[config.mk]
export PLATFORM = sky130hd
export DESIGN_NAME = keyscan
export DESIGN_NICKNAME = d
export VERILOG_FILES = /design/src/rtl/keyio_pkg.sv /design/src/rtl/key_fifo.sv /design/src/rtl/keyscan.sv
export SDC_FILE = /design/constraint.sdc
export NUM_CORES = 1
export LEC_CHECK = 0
export ABC_AREA = 0
export CAP_MARGIN = 10
export CORE_UTILIZATION = 45
export DETAILED_ROUTE_END_ITERATION = 8
export GPL_TIMING_DRIVEN = 0
export PLACE_DENSITY = 0.7
export SLEW_MARGIN = 20
export SYNTH_ARGS = -nofsm -noshare
export SYNTH_HDL_FRONTEND = slang
export SYNTH_SLANG_ARGS = --single-unit
[constraint.sdc]
create_clock -name clk -period 5.44 [get_ports clk]
set_input_delay 1.088 -clock clk [delete_from_list [all_inputs] [get_ports clk]]
set_output_delay 1.088 -clock clk [all_outputs]
set_load 0.02 [all_outputs]
[src/rtl/keyio_pkg.sv]
// Shared types and helpers for the key-matrix scanner and its event queue.
package keyio_pkg;

   typedef struct packed {
      logic       press;
      logic [3:0] code;
   } key_event_t;

   localparam int EVT_PRESS_BIT = 7;

   function automatic logic [15:0] pack_event(key_event_t evt);
      logic [15:0] word;
      word                = 16'h0000;
      word[EVT_PRESS_BIT] = evt.press;
      word[3:0]           = evt.code;
      return word;
   endfunction

endpackage

[src/rtl/key_fifo.sv]
// First-word fall-through event queue. A push on a full queue is accepted only
// when a pop frees the head slot in the same cycle.
module key_fifo
   import keyio_pkg::*;
#(
   parameter int DEPTH = 8
) (
   input  logic       clk,
   input  logic       reset,
   input  logic       push,
   input  key_event_t din,
   input  logic       pop,
   output key_event_t dout,
   output logic       empty,
   output logic       full
);

   localparam int AW = $clog2(DEPTH);

   logic [AW:0] wptr_q, wptr_d;
   logic [AW:0] rptr_q, rptr_d;
   key_event_t  mem_q [DEPTH];
   logic        wr_ok;
   logic        rd_ok;

   assign empty = (wptr_q == rptr_q);
   assign full  = (wptr_q[AW] != rptr_q[AW]) && (wptr_q[AW-1:0] == rptr_q[AW-1:0]);
   assign rd_ok = pop && !empty;
   assign wr_ok = push && (!full || rd_ok);
   assign dout  = mem_q[rptr_q[AW-1:0]];

   // Pointer advance; the extra MSB distinguishes full from empty.
   always_comb begin
      wptr_d = wptr_q;
      rptr_d = rptr_q;
      if (wr_ok) wptr_d = wptr_q + (AW+1)'(1);
      if (rd_ok) rptr_d = rptr_q + (AW+1)'(1);
   end

   // Pointer registers.
   always_ff @(posedge clk or posedge reset) begin
      if (reset) begin
         wptr_q <= '0;
         rptr_q <= '0;
      end else begin
         wptr_q <= wptr_d;
         rptr_q <= rptr_d;
      end
   end

   // Storage needs no reset: the head is only visible while non-empty.
   always_ff @(posedge clk) begin
      if (wr_ok) mem_q[wptr_q[AW-1:0]] <= din;
   end

endmodule

[src/rtl/keyscan.sv]
// Key-matrix scanner: drives one column per slot, latches the rows at the end
// of the slot, debounces them one row per cycle in the following slot and
// queues press/release events for the core.
module keyscan
   import keyio_pkg::*;
#(
   parameter int ROWS       = 4,
   parameter int COLS       = 4,
   parameter int SCAN_DIV   = 10,
   parameter int DEBOUNCE   = 3,
   parameter int FIFO_DEPTH = 8
) (
   input  logic            clk,
   input  logic            reset,
   input  logic [ROWS-1:0] row_in,
   output logic [COLS-1:0] col_drv,
   input  logic            rd_en,
   output logic            key_valid,
   output logic [15:0]     rd_dat,
   output logic [15:0]     key_state,
   output logic            overflow,
   input  logic            clr_ovf
);

   localparam int CW = (COLS > 1) ? $clog2(COLS) : 1;

   logic [SCAN_DIV-1:0] div_q, div_d;
   logic [CW-1:0]       col_q, col_d;
   logic [CW-1:0]       scol_q, scol_d;
   logic [ROWS-1:0]     samp_q, samp_d;
   logic [15:0]         ks_q, ks_d;
   logic [1:0]          cnt_q [16];
   logic [1:0]          cnt_d [16];
   logic                ovf_q, ovf_d;

   logic                evt_vld;
   key_event_t          evt;
   key_event_t          head;
   logic                fifo_empty;
   logic                fifo_full;
   logic                pop;
   logic [3:0]          code;
   logic [ROWS-1:0]     row_sh;
   logic                smp;

   assign pop       = rd_en && !fifo_empty;
   assign key_valid = !fifo_empty;
   assign rd_dat    = key_valid ? pack_event(head) : 16'h0000;
   assign key_state = ks_q;
   assign overflow  = ovf_q;

   // Free-running divider; at the end of each slot latch the rows and move on.
   always_comb begin
      div_d  = div_q + SCAN_DIV'(1);
      col_d  = col_q;
      scol_d = scol_q;
      samp_d = samp_q;
      if (&div_q) begin
         samp_d = row_in;
         scol_d = col_q;
         col_d  = (col_q == CW'(COLS - 1)) ? '0 : col_q + CW'(1);
      end
   end

   // One-hot column drive follows the registered column index.
   always_comb begin
      col_drv        = '0;
      col_drv[col_q] = 1'b1;
   end

   // Debounce one row of the latched column per cycle, at most one event.
   always_comb begin
      ks_d    = ks_q;
      cnt_d   = cnt_q;
      evt_vld = 1'b0;
      evt     = '0;
      code    = 4'(int'(scol_q) * ROWS + int'(div_q));
      row_sh  = samp_q >> div_q;
      smp     = row_sh[0];
      if (int'(div_q) < ROWS) begin
         if (smp == ks_q[code]) begin
            cnt_d[code] = 2'd0;
         end else if (cnt_q[code] == 2'(DEBOUNCE - 1)) begin
            ks_d[code]  = smp;
            cnt_d[code] = 2'd0;
            evt_vld     = 1'b1;
            evt.press   = smp;
            evt.code    = code;
         end else begin
            cnt_d[code] = cnt_q[code] + 2'd1;
         end
      end
   end

   // Sticky overflow: a drop in the same cycle as a clear wins.
   always_comb begin
      ovf_d = ovf_q;
      if (evt_vld && fifo_full && !pop) ovf_d = 1'b1;
      else if (clr_ovf)                 ovf_d = 1'b0;
   end

   // Scanner, debounce and overflow state.
   always_ff @(posedge clk or posedge reset) begin
      if (reset) begin
         div_q  <= '0;
         col_q  <= '0;
         scol_q <= '0;
         samp_q <= '0;
         ks_q   <= '0;
         ovf_q  <= 1'b0;
         for (int i = 0; i < 16; i++) cnt_q[i] <= 2'd0;
      end else begin
         div_q  <= div_d;
         col_q  <= col_d;
         scol_q <= scol_d;
         samp_q <= samp_d;
         ks_q   <= ks_d;
         ovf_q  <= ovf_d;
         cnt_q  <= cnt_d;
      end
   end

   key_fifo #(
      .DEPTH(FIFO_DEPTH)
   ) u_fifo (
      .clk  (clk),
      .reset(reset),
      .push (evt_vld),
      .din  (evt),
      .pop  (pop),
      .dout (head),
      .empty(fifo_empty),
      .full (fifo_full)
   );

endmodule
; Word-level counts from Yosys, hierarchy flattened
; Memory sizes are Yosys's and may differ from the RTL's.
; Cells that the tools add are included.
; Widths: inputs -> output; s select.
[totals]
mem_bits_rw = 40
output_inout_bits = 38
in_bits = 8
ff_bits = 75
word_cells = 92
n_memories = 1
[mem_list]
columns = name, depth, width, read_ports, rd_ports_with_merged_regs, write_ports, line
row1 = u_fifo.mem_q, 8, 5, 1, 0, 1, key_fifo.sv:22  ; key_event_t mem_q [DEPTH];
[op_classes]
addsub = 6
n_lt_le_gt_ge = 7
n_shift = 1
mux = 27
eq_ne = 6
reduce_logical = 16
bitwise_logic = 4
[ops]
columns = cell, count
row1 = $mux 32, 2
row2 = $and 32x32->32, 1
row3 = $bwmux 32, 1
row4 = $not 32->32, 1
row5 = $bwmux 16, 1
row6 = $mux 5, 3
row7 = $add 10x1->10 const B, 1
row8 = $lt 10x3->1 const B, 1
row9 = $mux 1, 10
row10 = $reduce_and 10->1, 1
row11 = $shr 4x10->1, 1
row12 = $logic_and 1x1->1, 9
row13 = $add 4x1->4 const B, 2
row14 = $bmux 2 s4, 1
row15 = $demux 2 s4, 1
row16 = $mux 2, 4
row17 = $mux 8, 1
row18 = $ge 5x5->1 const B, 1
row19 = $lt 4x5->1 const B, 1
row20 = $lt 5x1->1 const B, 1
row21 = $not 4->5, 1
row22 = $add 2x1->2 const B, 2
row23 = $add 4x4->4, 1
row24 = $bmux 1 s4, 1
row25 = 15 further kinds, 18

; Depth between registers and ports, before layout
[depth]
word_depth = 12
mapped_depth = 12
depth_no_buf = 9

; Hierarchy
; Synthesis repeated with hierarchy kept, for this count alone.
[unflattened]
cells_unflattened = 480
hier_area_um2 = 5801.8
[modules_own_cells]
columns = module, area_each_um2, n_inst, seq_area_each_um2, cells_each
row1 = keyscan, 3711.1, 1, 1676.6, 359
row2 = key_fifo, 2090.8, 1, 1401.3, 121

; Worst setup path before layout
; OpenSTA, ideal clock, no wires.
[synth_timing]
path_kind = register -> register
from = register div_q[1]
to = memory u_fifo.mem_q[3][0] (netlist bit) (enable)
t_arrival_ns = 3.407
n_path_buf = 3
setup_ns = 0.381
path_stages_with_launch = 12
period_less_slack_ns = 3.788
path_slack_ns = 1.652
required_ns = 5.059
cell_sequence = dfrtp_1 > buf_2 > buf_1 > mux4_2 > mux2i_1 > mux2_2 > clkbuf_1 > ha_1 > nand3_1 > a211oi_1 > mux2i_2 > nor4bb_1
[synth_between]
elab_chain_len = 12
elab_cells_between_ends = 17
cone_classes = add/sub (1) / order compare (1) / eq/ne (2) / shift (1) / mux (10) / bitwise (1) / reduce/logical (1)
[synth_rtl]
columns = item, line
row1 = start: declaration, keyscan.sv:27  ; logic [SCAN_DIV-1:0] div_q, div_d;
row2 = start signal: assignment, keyscan.sv:113  ; div_q <= div_d;
row3 = $add 4x4->4, keyscan.sv:77  ; code = 4'(int'(scol_q) * ROWS + int'(div_q));
row4 = $not 4->5 (not written as such), keyscan.sv:83  ; end else if (cnt_q[code] == 2'(DEBOUNCE - 1)) begin
row5 = $bmux 2 s4, keyscan.sv:83
row6 = $mux 2 (not written as such) (2 in series), keyscan.sv:83
row7 = $eq 2x2->1, keyscan.sv:83
row8 = $mux 1, keyscan.sv:83
row9 = $mux 1, keyscan.sv:81  ; if (smp == ks_q[code]) begin
row10 = $mux 1 *, keyscan.sv:80  ; if (int'(div_q) < ROWS) begin
row11 = $logic_and 1x1->1 *, key_fifo.sv:29  ; assign wr_ok = push && (!full || rd_ok);
row12 = $mux 1 *, key_fifo.sv:53  ; if (wr_ok) mem_q[wptr_q[AW-1:0]] <= din;
row13 = $mux 1 (not written as such) *, key_fifo.sv:53
row14 = end: declaration, key_fifo.sv:22
; Every way passes the cells marked *; elsewhere a longest branch is shown, timed or not. The select of a mux whose other input is x is not followed.

; Worst setup path in the final report
[layout_timing]
from = register div_q[1]
to = memory u_fifo.mem_q[3][3] (netlist bit) (enable)
; The elaborated chain is that of the path after synthesis.

==> key figures <==
Worst setup path
  – Series of cell instances along the critical path: buf_2 > buf_1 > mux4_2 > mux2i_1 > mux2_2 > clkbuf_1 > ha_1 > nand3_1 > a211oi_1 > mux2i_2 > nor4bb_1
  – CP endpoint kind: flip-flop
  – Delay of the slowest cell on the worst path: 0.90 ns
  – Master of the slowest instance on the critical path: sky130_fd_sc_hd__nor4bb_1
  – Crit path launch type: flip-flop
  – Worst Setup Path Type: flip-flop to flip-flop
  – Worst path buffer plus inverter count: 3
  – Worst Path Arrival: 5.00 ns
  – Required time at the worst-slack endpoint: 5.47 ns
  – Family with the most delay on the worst path: buffers and inverters
  – Critical-path maximum fanout: 10

Run
  – Maximum capacitance violations: 0

Synth
  – Cell variety after synth: 46
  – Average cell area after synthesis: 12.33 µm²
  – Fraction of synthesis flops using an asynchronous set or reset pin: 65.22%
  – Warnings from Yosys: 0
  – Post-synthesis cell type with the largest combined area: sky130_fd_sc_hd__dfrtp_1
  – Count of flip-flops with a built-in enable after synthesis: 40
  – Number of instances in the synthesized netlist: 469
  – Synth cell count leaders: sky130_fd_sc_hd__dfrtp_1, sky130_fd_sc_hd__o21ai_0, sky130_fd_sc_hd__nand2_1
  – Synth Register Bits: 115
  – Dominant cells by area after synthesis: sky130_fd_sc_hd__dfrtp_1, sky130_fd_sc_hd__edfxtp_1, sky130_fd_sc_hd__mux4_2, sky130_fd_sc_hd__o21ai_0, sky130_fd_sc_hd__nand2_1
  – Total standard cell area after synthesis: 5781 µm²
  – Dominant register cell in the synthesized netlist: sky130_fd_sc_hd__dfrtp_1
  – Leading cell type by number of instances after synthesis: sky130_fd_sc_hd__dfrtp_1
  – Fraction of post-synthesis cell area in the top cell type by area: 32.47%
  – Sequential element share of the synthesized area: 53.25%

GRT
  – GRT Total Usage: 21.07%
  – Overflow left after global routing: 0
  – Number of global-route vias before repair: 3928
  – Initial antenna violation count: 0
  – Global-route wire length before repair: 20890 µm
  – Pin count of the biggest net entering global routing: 47

CTS
  – Number of buffers inserted during clock tree synthesis: 17
  – Root Buffer: sky130_fd_sc_hd__clkbuf_16
  – TritonCTS clock tree: built
  – Number of sinks driven by the clock tree: 115
  – Clock-pin slew of the registers on the worst-case setup and hold paths: 0.05 ns
  – Insertion delay of the later-clocked pin in the worst-skew pair: 0.42 ns
  – Number of hold buffers added after cts: 0
  – Setup fix buffers added after clock tree synthesis: 0
  – H-tree levels: 4
  – Quantity of gates resized following cts: 0
  – Maximum buffer depth of the clock tree: 2

Floorplan
  – Initial core utilization: 45.99%
  – Number of ports placed on the die boundary: 46
  – Num rows: 41
  – Overall die area: 13300 µm²
  – Height of the die: 115.3 µm
  – Floorplan die width: 115.3 µm
  – Core Area: 12570 µm²

Place
  – Number of buffers inserted by port buffering: 34
  – HPWL Detailed: 8777 µm
  – Post-place setup slack: 0.4573 ns
  – Final weighted congestion in routability-driven placement: 0.8420

Power and ir drop
  – Flop pwr share: 39.8%
  – Leak pwr: 2.787 nW
  – Clock Power Share: 44.6%
  – Switching Fraction: 24.07%
  – Post-layout total power: 0.002337 W
  – Power spent charging and discharging nets: 0.0005626 W
  – Power density cells: 334.7 nW/µm²
  – VDD IR max: 171.7 µV
  – Portion of total power attributed to combinational logic: 15.6%
  – Internal power: 0.001775 W

Drt
  – Detailed-route via count: 3950
  – Total wire length: 12570 µm
  – Remaining design rule violation count: 0
  – Count of nets left with antenna violations after detail routing: 0
  – Count of TritonRoute iterations in the first routing pass: 5
  – Iteration-0 DRC Markers: 270
  – Detail-routed net length per standard cell: 17.51 µm
  – Vias/cell: 5.501

Status
  – Run status: finished, final reports clean

Min path
  – Worst hold-check path type: flip-flop to flip-flop

Timing
  – Worst-margin pin slew: 1.030 ns
  – Post-layout minimum cycle time: 4.970 ns
  – Max Clock Freq: 0.2012 GHz
  – Worst clock skew on the final layout: 0.008037 ns
  – Portion of the clock cycle consumed by the worst path in the final layout: 91.35%
  – Final Worst Setup Slack: 0.4705 ns
  – Unrepaired setup endpoints after global routing: no
  – Accumulated negative setup slack: 0 ns
  – Max-slew violation count: 0
  – Endpoints failing setup: 0
  – Headroom to the max-slew limit: 30.41%
  – Final number of hold-violating endpoints: 0

Layout
  – Ratio of cells with drive above 1 in the final layout: 19.41%
  – Diodes inserted: 0
  – Net count, final: 553
  – Area overhead of the layout relative to synthesis: 20.82%
==> registers in the layout (all words and copies together) (netlist names) <==
register       flops
cnt_q             32
scol_q             2
u_fifo.wptr_q      4
u_fifo.rptr_q      4
col_q              2
div_q             10
u_fifo.mem_q      40
overflow           1
samp_q             4
key_state         16
==> worst min-delay path, stage by stage, from the launching register on <==
cell and delay [ns]:
sky130_fd_sc_hd__dfrtp_1 0.34, sky130_fd_sc_hd__nand2_1 0.04, sky130_fd_sc_hd__o21ai_0 0.06
==> cell usage in the layout, fill, tap and decap left out, drive strengths merged, types with 2 or more instances in the layout <==
cell,count
dfrtp,75
o21ai,50
clkbuf,45
nand2,41
edfxtp,40
clkdlybuf4s50,34
nand3,26
mux4,24
buf,24
nand2b,20
xnor2,17
a21oi,16
o31ai,16
mux2i,14
nor2,12
ha,12
conb,11
and3,10
mux2,10
inv,8
a211oi,6
nor3,5
nor4,5
nand4,4
clkinv,4
xor2,3
and2,3
nor2b,2
and4,2
==> logic make-up (layout without fill, tap and decap cells) <==
| kind of cell | Yosys count | after routing | share of synthesized area (%) |
|---|---|---|---|
| muxes | 48 | 48 | 14.35 |
| DFF | 115 | 115 | 53.25 |
| and+or+nand+nor | 135 | 135 | 12.29 |
| other | 1 | 11 | 0.06487 |
| AOI/OAI and AO/OA | 89 | 89 | 9.675 |
| buffers and inverters | 48 | 115 | 4.199 |
| adders and majority gates | 12 | 12 | 2.597 |
| xor gates and xnor gates | 21 | 21 | 3.571 |
==> final timing paths <==
check	from	depth (start not counted)	endpoint	slack (ns)
setup reg to reg	div_q[1]	11	u_fifo.mem_q[3][3]	0.47
max in group asynchronous	reset	3	key_state[6]	3.84
setup / recovery	div_q[1]	11	u_fifo.mem_q[3][3]	0.47
min in group asynchronous	reset	2	col_q[0]	1.04
hold / removal	cnt_q[24]	2	cnt_q[24]	0.47
hold reg to reg	cnt_q[24]	2	cnt_q[24]	0.47
==> cell type report <==
type | count | area, µm²
Clock inverter | 4 | 20.02
Clock buffer | 28 | 548.0
Fill cell | 1066 | 5584
Timing Repair Buffer | 35 | 367.9
Buffer | 40 | 212.7
Multi-Input combinational cell | 316 | 2510
Tap cell | 172 | 215.2
Inverter | 8 | 32.53
Sequential cell | 115 | 3078
==> per-stage QoR <==
| stage | std cells | utilization (%) | hold WS [ns] | instance area [µm²] |
|---|---|---|---|---|
| floorplan | 479 | - | 0.4433 | 5818 |
| global placement | 685 | 50.71 | 0.4587 | 6374 |
| detailed placement | 686 | 50.95 | 0.4654 | 6404 |
| CTS | 718 | 55.47 | 0.4771 | 6972 |
| global route | 718 | 55.57 | 0.5002 | 6984 |
| finish | 718 | 55.57 | 0.4725 | 6984 |
==> layer usage <==
metal | share of wire [%] | routed length (µm) | GRT usage (%)
met5 | 0 | 0 | 0
met3 | 5.7 | 713 | 6.168
met1 | 45 | 5636 | 28.45
met4 | 1.9 | 233 | 7.446
met2 | 48 | 5987 | 32.50
==> power groups by stage <==
stage | combinational (W) | sequential [W] | clock (W)
CTS | 0.000371 | 0.000930 | 0.00106
global route | 0.000395 | 0.000931 | 0.00110
detailed placement | 0.000370 | 0.000945 | 0
floorplan | 0.000265 | 0.000939 | 0
finish | 0.000365 | 0.000930 | 0.00104
global placement | 0.000365 | 0.000944 | 0
Note: power is estimated with default switching activity, not from simulation.
